### config.mk
export PLATFORM = sky130hd
export DESIGN_NAME = vram_blitter
export DESIGN_NICKNAME = d
export VERILOG_FILES = /design/src/rtl/vram_pkg.sv /design/src/rtl/blit_addr_gen.sv /design/src/rtl/vram_blitter.sv
export SDC_FILE = /design/constraint.sdc
export NUM_CORES = 1
export LEC_CHECK = 0
export CAP_MARGIN = 10
export CORE_MARGIN = 3
export CORE_UTILIZATION = 30
export DETAILED_ROUTE_END_ITERATION = 7
export PLACE_DENSITY = 0.56
export REMOVE_ABC_BUFFERS = 1
export SLEW_MARGIN = 10
export SYNTH_ARGS = -nofsm -noshare
export SYNTH_HDL_FRONTEND = slang
export SYNTH_SLANG_ARGS = --single-unit
### constraint.sdc
create_clock -name clk -period 4.4 [get_ports clk]
set_input_delay 0.88 -clock clk [delete_from_list [all_inputs] [get_ports clk]]
set_output_delay 0.88 -clock clk [all_outputs]
set_load 0.005 [all_outputs]
### src/rtl/vram_pkg.sv
// Shared VRAM geometry, pixel and blitter command types.
// Used by the transformer, vram and vram_blitter blocks.
package vram_pkg;

   localparam int IMG_W  = 160;
   localparam int IMG_H  = 120;
   localparam int ADDR_W = 15;
   localparam int DATA_W = 13;

   typedef logic [DATA_W-1:0] pixel_t;

   typedef struct packed {
      logic signed [11:0] x;
      logic signed [11:0] y;
      logic [8:0]         w;
      logic [7:0]         h;
   } blit_cmd_t;

   typedef enum logic [1:0] {
      IDLE,
      WRITE,
      DONE
   } blit_state_e;

   // Row-major VRAM address; only meaningful for in-bounds pixels.
   function automatic logic [ADDR_W-1:0] pix_addr(
      input logic [12:0] px,
      input logic [12:0] py
   );
      return ADDR_W'(py) * ADDR_W'(IMG_W) + ADDR_W'(px);
   endfunction

endpackage

### src/rtl/blit_addr_gen.sv
// Column/row walker for a blit rectangle: clip test and VRAM address
// of the current pixel, plus the last-pixel flag.
module blit_addr_gen
   import vram_pkg::*;
(
   input  logic              clk,
   input  logic              rst,
   input  logic              clr,
   input  logic              adv,
   input  blit_cmd_t         cmd,
   output logic              in_bounds,
   output logic [ADDR_W-1:0] addr,
   output logic              last
);

   logic [8:0]  col;
   logic [7:0]  row;
   logic [12:0] px;
   logic [12:0] py;
   logic        col_end;
   logic        row_end;

   // 13-bit two's complement sums; operand ranges cannot overflow.
   assign px = {cmd.x[11], cmd.x} + {4'b0, col};
   assign py = {cmd.y[11], cmd.y} + {5'b0, row};

   assign col_end = (col == cmd.w - 9'd1);
   assign row_end = (row == cmd.h - 8'd1);
   assign last    = col_end && row_end;

   assign in_bounds = !px[12] && (px < 13'(IMG_W))
                   && !py[12] && (py < 13'(IMG_H));

   assign addr = pix_addr(px, py);

   // Raster walk: step column per accepted pixel, wrap into next row.
   always_ff @(posedge clk) begin
      if (rst || clr) begin
         col <= '0;
         row <= '0;
      end else if (adv) begin
         if (col_end) begin
            col <= '0;
            row <= row + 8'd1;
         end else begin
            col <= col + 9'd1;
         end
      end
   end

endmodule

### src/rtl/vram_blitter.sv
// Rectangle blitter into the VRAM write port, clipped per pixel.
// Option: BLIT_TRANSPARENT_SKIP_EN skips in-bounds pixels with alpha clear.
module vram_blitter
   import vram_pkg::*;
#(
   parameter int VBLANK_ONLY = 1
) (
   input  logic               clk,
   input  logic               rst,
   input  logic               vblank,
   input  logic               cmd_valid,
   output logic               cmd_ready,
   input  logic signed [11:0] cmd_x,
   input  logic signed [11:0] cmd_y,
   input  logic [8:0]         cmd_w,
   input  logic [7:0]         cmd_h,
   input  logic               s_valid,
   output logic               s_ready,
   input  pixel_t             s_data,
   output logic               we,
   output logic [ADDR_W-1:0]  waddr,
   output pixel_t             wdata,
   output logic               busy,
   output logic               done
);

   blit_state_e       state;
   blit_cmd_t         cmd_q;
   logic              hs;
   logic              clr;
   logic              in_bounds;
   logic              last;
   logic              wr_ok;
   logic [ADDR_W-1:0] addr;

   assign s_ready = (state == WRITE)
                 && ((VBLANK_ONLY != 0) ? vblank : 1'b1);
   assign hs  = s_valid && s_ready;
   assign clr = (state == IDLE) && cmd_valid;

`ifdef BLIT_TRANSPARENT_SKIP_EN
   assign wr_ok = in_bounds && s_data[0];
`else
   assign wr_ok = in_bounds;
`endif

   blit_addr_gen u_addr (
      .clk       (clk),
      .rst       (rst),
      .clr       (clr),
      .adv       (hs),
      .cmd       (cmd_q),
      .in_bounds (in_bounds),
      .addr      (addr),
      .last      (last)
   );

   // Command FSM with registered handshake, status and write-port outputs.
   always_ff @(posedge clk) begin
      if (rst) begin
         state     <= IDLE;
         cmd_q     <= '0;
         cmd_ready <= 1'b1;
         busy      <= 1'b0;
         done      <= 1'b0;
         we        <= 1'b0;
         waddr     <= '0;
         wdata     <= '0;
      end else begin
         we <= 1'b0;
         case (state)
            IDLE: begin
               if (cmd_valid) begin
                  cmd_q     <= '{x: cmd_x, y: cmd_y, w: cmd_w, h: cmd_h};
                  cmd_ready <= 1'b0;
                  busy      <= 1'b1;
                  if (cmd_w == 9'd0 || cmd_h == 8'd0) begin
                     state <= DONE;
                     done  <= 1'b1;
                  end else begin
                     state <= WRITE;
                  end
               end
            end
            WRITE: begin
               if (hs) begin
                  if (wr_ok) begin
                     we    <= 1'b1;
                     waddr <= addr;
                     wdata <= s_data;
                  end
                  if (last) begin
                     state <= DONE;
                     done  <= 1'b1;
                  end
               end
            end
            DONE: begin
               state     <= IDLE;
               done      <= 1'b0;
               busy      <= 1'b0;
               cmd_ready <= 1'b1;
            end
            default: begin
               state     <= IDLE;
               done      <= 1'b0;
               busy      <= 1'b0;
               cmd_ready <= 1'b1;
            end
         endcase
      end
   end

endmodule

==> results of run 1 <==
-- what timing repair did --
action,4_1_cts,5_1_grt
buffers inserted,0,0
endpoints found under the setup margin,0,1
gates resized for setup,0,3
-- logic make-up after synthesis --
group	count (synthesis)	share of synthesized area [%]
adders and majority gates	44	10.4
xor gates and xnor gates	57	9.15
muxes	32	5.71
and+or+nand+nor	199	18.7
DFF	92	32.8
buffers and inverters	48	3.73
AOI/OAI and AO/OA	148	19.5
-- critical path, cell delays in order, from the launching register on --
cell and delay [ns]:
dfxtp_1 0.32, ha_1 0.23, fa_1 0.46, a211oi_4 0.30, o21bai_1 0.12, nor2b_1 0.16
ha_1 0.30, inv_1 0.06, fa_1 0.53, inv_1 0.04, ha_1 0.31, o21a_1 0.18
o31a_1 0.12, o21a_1 0.19, o21a_1 0.18, o21ai_1 0.16, xnor3_1 0.33, o32ai_1 0.13
-- worst paths after layout --
| path | to | slack [ns] | depth (start not counted) |
|---|---|---|---|
| max | waddr[14]$_SDFFE_PP0P_ | 0.19 | 17 |
| min | busy$_SDFFE_PP0P_ | 0.45 | 1 |
| max reg2reg | waddr[14]$_SDFFE_PP0P_ | 0.19 | 17 |
| min reg2reg | busy$_SDFFE_PP0P_ | 0.45 | 1 |
-- per-stage QoR --
| step | TNS [ns] | setup slack [ns] | total power [W] | hold WS [ns] | cell area, sq um |
|---|---|---|---|---|---|
| after floorplan | 0 | 0.335 | 0.00131 | 0.446 | 5490 |
| after global placement | 0 | 0.200 | 0.00148 | 0.447 | 6760 |
| after detailed placement | 0 | 0.124 | 0.00150 | 0.444 | 6760 |
| after CTS | 0 | 0.101 | 0.00244 | 0.459 | 7120 |
| after global routing | -0.0101 | -0.0101 | 0.00253 | 0.470 | 7120 |
| final | 0 | 0.191 | 0.00241 | 0.454 | 7120 |
-- power groups by stage --
| stage | combinational [W] | clock [W] | sequential, W |
|---|---|---|---|
| 3_5_place_dp | 0.000542 | 0 | 0.000957 |
| 5_1_grt | 0.000604 | 0.000984 | 0.000946 |
| 6_report | 0.000540 | 0.000928 | 0.000938 |
| 3_3_place_gp | 0.000528 | 0 | 0.000954 |
| 4_1_cts | 0.000546 | 0.000956 | 0.000938 |
| 2_1_floorplan | 0.000367 | 0 | 0.000940 |
-- placed cells by master (no fill, tap or decap), types with 12 or more instances in the layout --
master,instances
xor2_1,22
xnor2_1,34
nor3_1,12
o21ai_1,12
inv_1,25
a22o_1,36
a21oi_1,23
nor2_1,72
ha_1,40
mux2i_1,32
nand2_1,37
o21ai_0,15
dfxtp_1,91
clkdlybuf4s50_1,91
-- state kept, by name (all words and copies together) (netlist names) --
name / count
wdata: 13
u_addr.row: 8
we: 1
busy: 1
done: 1
cmd_q: 41
waddr: 15
state: 2
cmd_ready: 1
u_addr.col: 9
-- area by class of cell --
cell class              count  area share [%]
multi-input cells         480            50.2
flip-flops and latches     92            25.9
repair buffers             98            13.5
well taps                 229            4.02
clock buffers              11            3.55
clock inverters             5            1.51
inverters                  25            1.32
-- routing by layer --
| layer | global-route usage [%] | part of all wire [%] |
|---|---|---|
| met5 | 0 | 0 |
| met4 | 5.50 | 2.0 |
| met3 | 2.01 | 3.8 |
| met2 | 23.1 | 48 |
| met1 | 18.7 | 46 |
==> flow_metrics.tcl, run 1 <==
set metrics [dict create \
    status "completed" \
    rows 49 \
    slew_headroom_pct 58.8 \
    place_inst 924 \
    ys.flop_type "dfxtp_1" \
    post-route-period-util_pct 95.7 \
    yosysSeqAreaShare_pct 32.8 \
    cts.sinks 92 \
    fill_cells 1798 \
    p_per_area_nw_per_um2 338 \
    cts.path.max_buffers 2 \
    maxCapViolCount 0 \
    instances_no_fill 940 \
    synth_top_cell_by_area "dfxtp_1" \
    grt_pass1_vias 4802 \
    postCtsHoldBufs 0 \
    critPathLaunchType "flip-flop" \
    finalNetCount 809 \
    grt_use_total_pct 14.1 \
    dpl.hpwl_um 10900 \
    critPathKind "reg2reg" \
    arrival_ns 4.47 \
    synth_seq_cells 92 \
    cp-end-kind "flip-flop" \
    portBuffers 91 \
    cp_max_fo 4 \
    clkTransAtPathRegs_ns 0.07 \
    dr.pass1.iters 4 \
    antenna_found_initial 0 \
    cts_max_level 3 \
    ir_worst_vdd_v 0.000214 \
    power_frac_seq_pct 39.0 \
    internal_power_w 0.00173 \
    holdCritPathClass "reg2reg" \
    power.switching_w 0.000671 \
    cts_root_buf "clkbuf_16" \
    synth.distinct_cells 68 \
    ios 92 \
    cts_buffers 9 \
    syn_inst 620 \
    vias 4784 \
    viasPerCell 5.09 \
    timing.rr.start "cmd_q[17]$_SDFFE_PP0P_" \
    grt_pass1_wl_um 23300 \
    core_area_sq_um 18100 \
    required_ns 4.66 \
    die-area_sq_um 20400 \
    worstSetupStartpoint "cmd_q[17]$_SDFFE_PP0P_" \
    syn_to_final_growth_pct 27.1 \
    yosysWarnings 0 \
    synthArstFlopShare_pct 0 \
    cts_tree "done" \
    netlist_area_sq_um 5610 \
    initial_core_util_pct 30.9 \
    yosys-top-cells-count "dfxtp_1 (92), nor2_1 (73), ha_1 (40)" \
    drive_above_1_share_pct 6.19 \
    finalHoldViolations 0 \
    gp_congestion 0.846 \
    seq_area_sq_um 1840 \
    fin_util_pct 39.3 \
    p_sw_share_pct 27.9 \
    dieHeight_um 143 \
    synth_area_leaders "dfxtp_1 (33%), ha_1 (8.9%), mux2i_1 (5.7%)" \
    clk_latency_ns 0.35 \
    clkPwrFrac_pct 38.6 \
    clock.fmax_mhz 238 \
    grt_start_max_net_pins 46 \
    comb_power_share_pct 22.5 \
    diodes 0 \
    worstMarginPinSlew_ns 0.612 \
    finalSetupViolCount 0 \
    overflow 0 \
    slew_violations 0 \
    multiInputGateArea_sq_um 3580 \
    synth_most_common_cell "dfxtp_1" \
    die_w_um 143 \
    min_period_ns 4.21 \
    drc_errors 0 \
    synth_edf_count 0 \
    drt_iter0_drc 207 \
    syn_avg_cell_area_sq_um 9.04 \
    routed_wl_um 14000 \
    skew_ns 0.0108 \
    antenna_left 0 \
    routedWlPerCell_um 14.9 \
    leakage_nw 2.85 \
    hp-start "busy$_SDFFE_PP0P_" \
    synth_top_area_share_pct 32.8 \
]
Power figures use the tool's default switching activity.
==> run 2, diff against run 1 <==
- ABC_AREA: default -> 1
- PLACE_DENSITY: 0.56 -> 0.55
==> flow_metrics.tcl, run 2 <==
set metrics [dict create \
    final_common_cell "nand2_1" \
    die_w_um 152 \
    syn_avg_cell_area_sq_um 6.43 \
    core_area_sq_um 20600 \
    worst_path_max_delay_cell "dfxtp_1" \
    synthArstFlopShare_pct 0 \
    routed_wl_um 15800 \
    grt_start_max_net_pins 50 \
    rows 52 \
    total_power_w 0.00236 \
    synth.distinct_cells 38 \
    antenna_left 0 \
    gp_congestion 0.870 \
    yosysWarnings 0 \
    viasPerCell 4.46 \
    clk_latency_ns 0.35 \
    critPathMostFrequentCell "nand2_1" \
    antenna_found_initial 0 \
    final_cell_mix "nand2_1 (266), inv_1 (157), nor2_1 (103), nand3_1 (93), dfxtp_1 (92)" \
    grt_pass1_wl_um 26400 \
    clock.fmax_mhz 253 \
    skew_ns 0.0101 \
    drc_errors 0 \
    power.switching_w 0.000779 \
    holdCritPathClass "reg2reg" \
    ys.flop_type "dfxtp_1" \
    ctsResizeCount 0 \
    largest_register "cmd_q" \
    synth_top_area_share_pct 29.0 \
    finalSetupTns_ns 0 \
    status "completed" \
    postCtsHoldBufs 0 \
    min_period_ns 3.95 \
    cp-end-kind "flip-flop" \
    yosys-top-cells-count "nand2_1 (266), inv_1 (157), nor2_1 (104)" \
    dr.pass1.iters 7 \
    cts.path.max_buffers 2 \
    cp_max_fo 7 \
    synth_most_common_cell "nand2_1" \
    dpl.hpwl_um 12000 \
    drive_above_1_share_pct 4.91 \
    grt_use_total_pct 14.2 \
    reg.largest.list "cmd_q (41), waddr (15), wdata (13)" \
    cts_root_buf "clkbuf_16" \
    overflow 0 \
    critPathKind "reg2reg" \
    cts.sinks 92 \
    crit_path_max_incr_delay_ns 0.39 \
    clkTransAtPathRegs_ns 0.07 \
    netlist_area_sq_um 6360 \
    post-cts-setup-buffer-count 0 \
    synth_edf_count 0 \
    p_per_area_nw_per_um2 300 \
    rsz0062_at_grt "no" \
    synth_area_leaders "dfxtp_1 (29%), nand2_1 (16%), inv_1 (9.3%)" \
    initial_core_util_pct 30.9 \
    synth_top_cell_by_area "dfxtp_1" \
    slew_violations 0 \
    syn_to_final_growth_pct 23.4 \
    maxCapViolCount 0 \
    clkPwrFrac_pct 32.3 \
    die-area_sq_um 23000 \
    post-route-period-util_pct 89.7 \
    finalNetCount 1177 \
    vias 6014 \
    drt_iter0_drc 253 \
    p_sw_share_pct 33.1 \
    cts_buffers 9 \
    cts_tree "done" \
    internal_power_w 0.00158 \
    power_frac_seq_pct 39.5 \
    dieHeight_um 152 \
    synth_seq_cells 92 \
    yosysSeqAreaShare_pct 29.0 \
    ir_worst_vdd_v 0.000190 \
    portBuffers 91 \
    largest_reg_flops 41 \
    routedWlPerCell_um 11.7 \
    cts_max_level 3 \
    finalSetupViolCount 0 \
    finalHoldViolations 0 \
    arrival_ns 4.19 \
    critPathLaunchType "flip-flop" \
    leakage_nw 3.84 \
    ios 92 \
    worstMarginPinSlew_ns 0.851 \
    comb_power_share_pct 28.3 \
    diodes 0 \
    slew_headroom_pct 43.2 \
    path_cells "ha_2 -> fa_1 -> nand2_1 -> inv_1 -> nand3_1 -> nand3_1 -> nand2_1 -> nand2_1 -> nor2_1 -> nor2_1 -> ha_1 -> a21o_1 -> a31oi_1 -> xor2_1 -> inv_1 -> ha_1 -> a21oi_1 -> o21ai_0 -> a21oi_1 -> xor2_1 -> nand4_1 -> nand2_1 -> nor2_1" \
    required_ns 4.65 \
    place_inst 1333 \
    fill_cells 2297 \
    grt_pass1_vias 5647 \
    instances_no_fill 1349 \
    syn_inst 989 \
]
-- run 2: cell count changes after synthesis, sizes merged, moves of 7 or more --
cell,change
xnor2,-21
nor2,+35
a211oi,-9
inv,+145
nand2,+231
xor2,+13
nand2b,-9
nand4,+32
a22o,-36
o21bai,-7
mux2i,-31
nand3,+86
-- run 2: critical path: cells and delay by family, from the launching register on --
family                     cells  cell delay [ns]
buffers and inverters          2             0.11
DFF                            1             0.39
adders and majority gates      4             1.31
AOI/OAI and AO/OA              5             0.77
xor gates and xnor gates       2             0.31
and+or+nand+nor               10             0.96
-- run 2: area by class of cell --
| cell class | count | area (sq um) | share of cell area [%] |
|---|---|---|---|
| well taps | 270 | 338 | 4.31 |
| clock inverters | 4 | 31.3 | 0.399 |
| inverters | 172 | 646 | 8.23 |
| clock buffers | 12 | 256 | 3.27 |
| repair buffers | 99 | 971 | 12.4 |
| multi-input cells | 700 | 3760 | 47.9 |
| flip-flops and latches | 92 | 1840 | 23.5 |
-- run 2: through the flow --
| step | hold slack, ns | worst slack [ns] | area, sq um | util [%] |
|---|---|---|---|---|
| finish | 0.451 | 0.453 | 7850 | 38.2 |
| CTS | 0.454 | 0.400 | 7840 | 38.1 |
| detailed placement | 0.440 | 0.420 | 7550 | 36.7 |
| global route | 0.476 | 0.0426 | 7850 | 38.2 |
| global placement | 0.428 | 0.512 | 7550 | 36.7 |
| floorplan | 0.425 | 0.691 | 6240 | - |
-- run 2: per-layer routing --
layer	share of wire [%]	wire (um)	GRT usage (%)
met1	50	7890	19.6
met2	43	6820	22.4
met3	5.5	876	3.00
met4	1.5	240	4.00
met5	0	0	0
-- run 2: power groups by stage --
stage	clock [W]	combinational (W)	sequential [W]
2_1_floorplan	0	0.000454	0.000940
3_3_place_gp	0	0.000669	0.000949
3_5_place_dp	0	0.000669	0.000950
4_1_cts	0.000791	0.000675	0.000931
5_1_grt	0.000822	0.000767	0.000938
6_report	0.000760	0.000667	0.000930
-- run 2: cell families after synthesis --
kind of cell    after synthesis  synth area share (%)
mux                           1                 0.157
compound gates               66                  5.51
xor+xnor                     49                  7.08
buf+inv                     197                  12.1
fa+ha+maj                    44                  9.13
flops                        92                  29.0
simple gates                540                  37.1
-- run 2: final timing paths --
| path | from | end | slack (ns) | cells past startpoint |
|---|---|---|---|---|
| worst max-delay path | u_addr.row[0]$_SDFFE_PP0P_ | waddr[13]$_SDFFE_PP0P_ | 0.45 | 23 |
| worst min-delay path | cmd_q[19]$_SDFFE_PP0P_ | cmd_q[19]$_SDFFE_PP0P_ | 0.45 | 2 |
| worst max register to register | u_addr.row[0]$_SDFFE_PP0P_ | waddr[13]$_SDFFE_PP0P_ | 0.45 | 23 |
| worst min register to register | cmd_q[19]$_SDFFE_PP0P_ | cmd_q[19]$_SDFFE_PP0P_ | 0.45 | 2 |
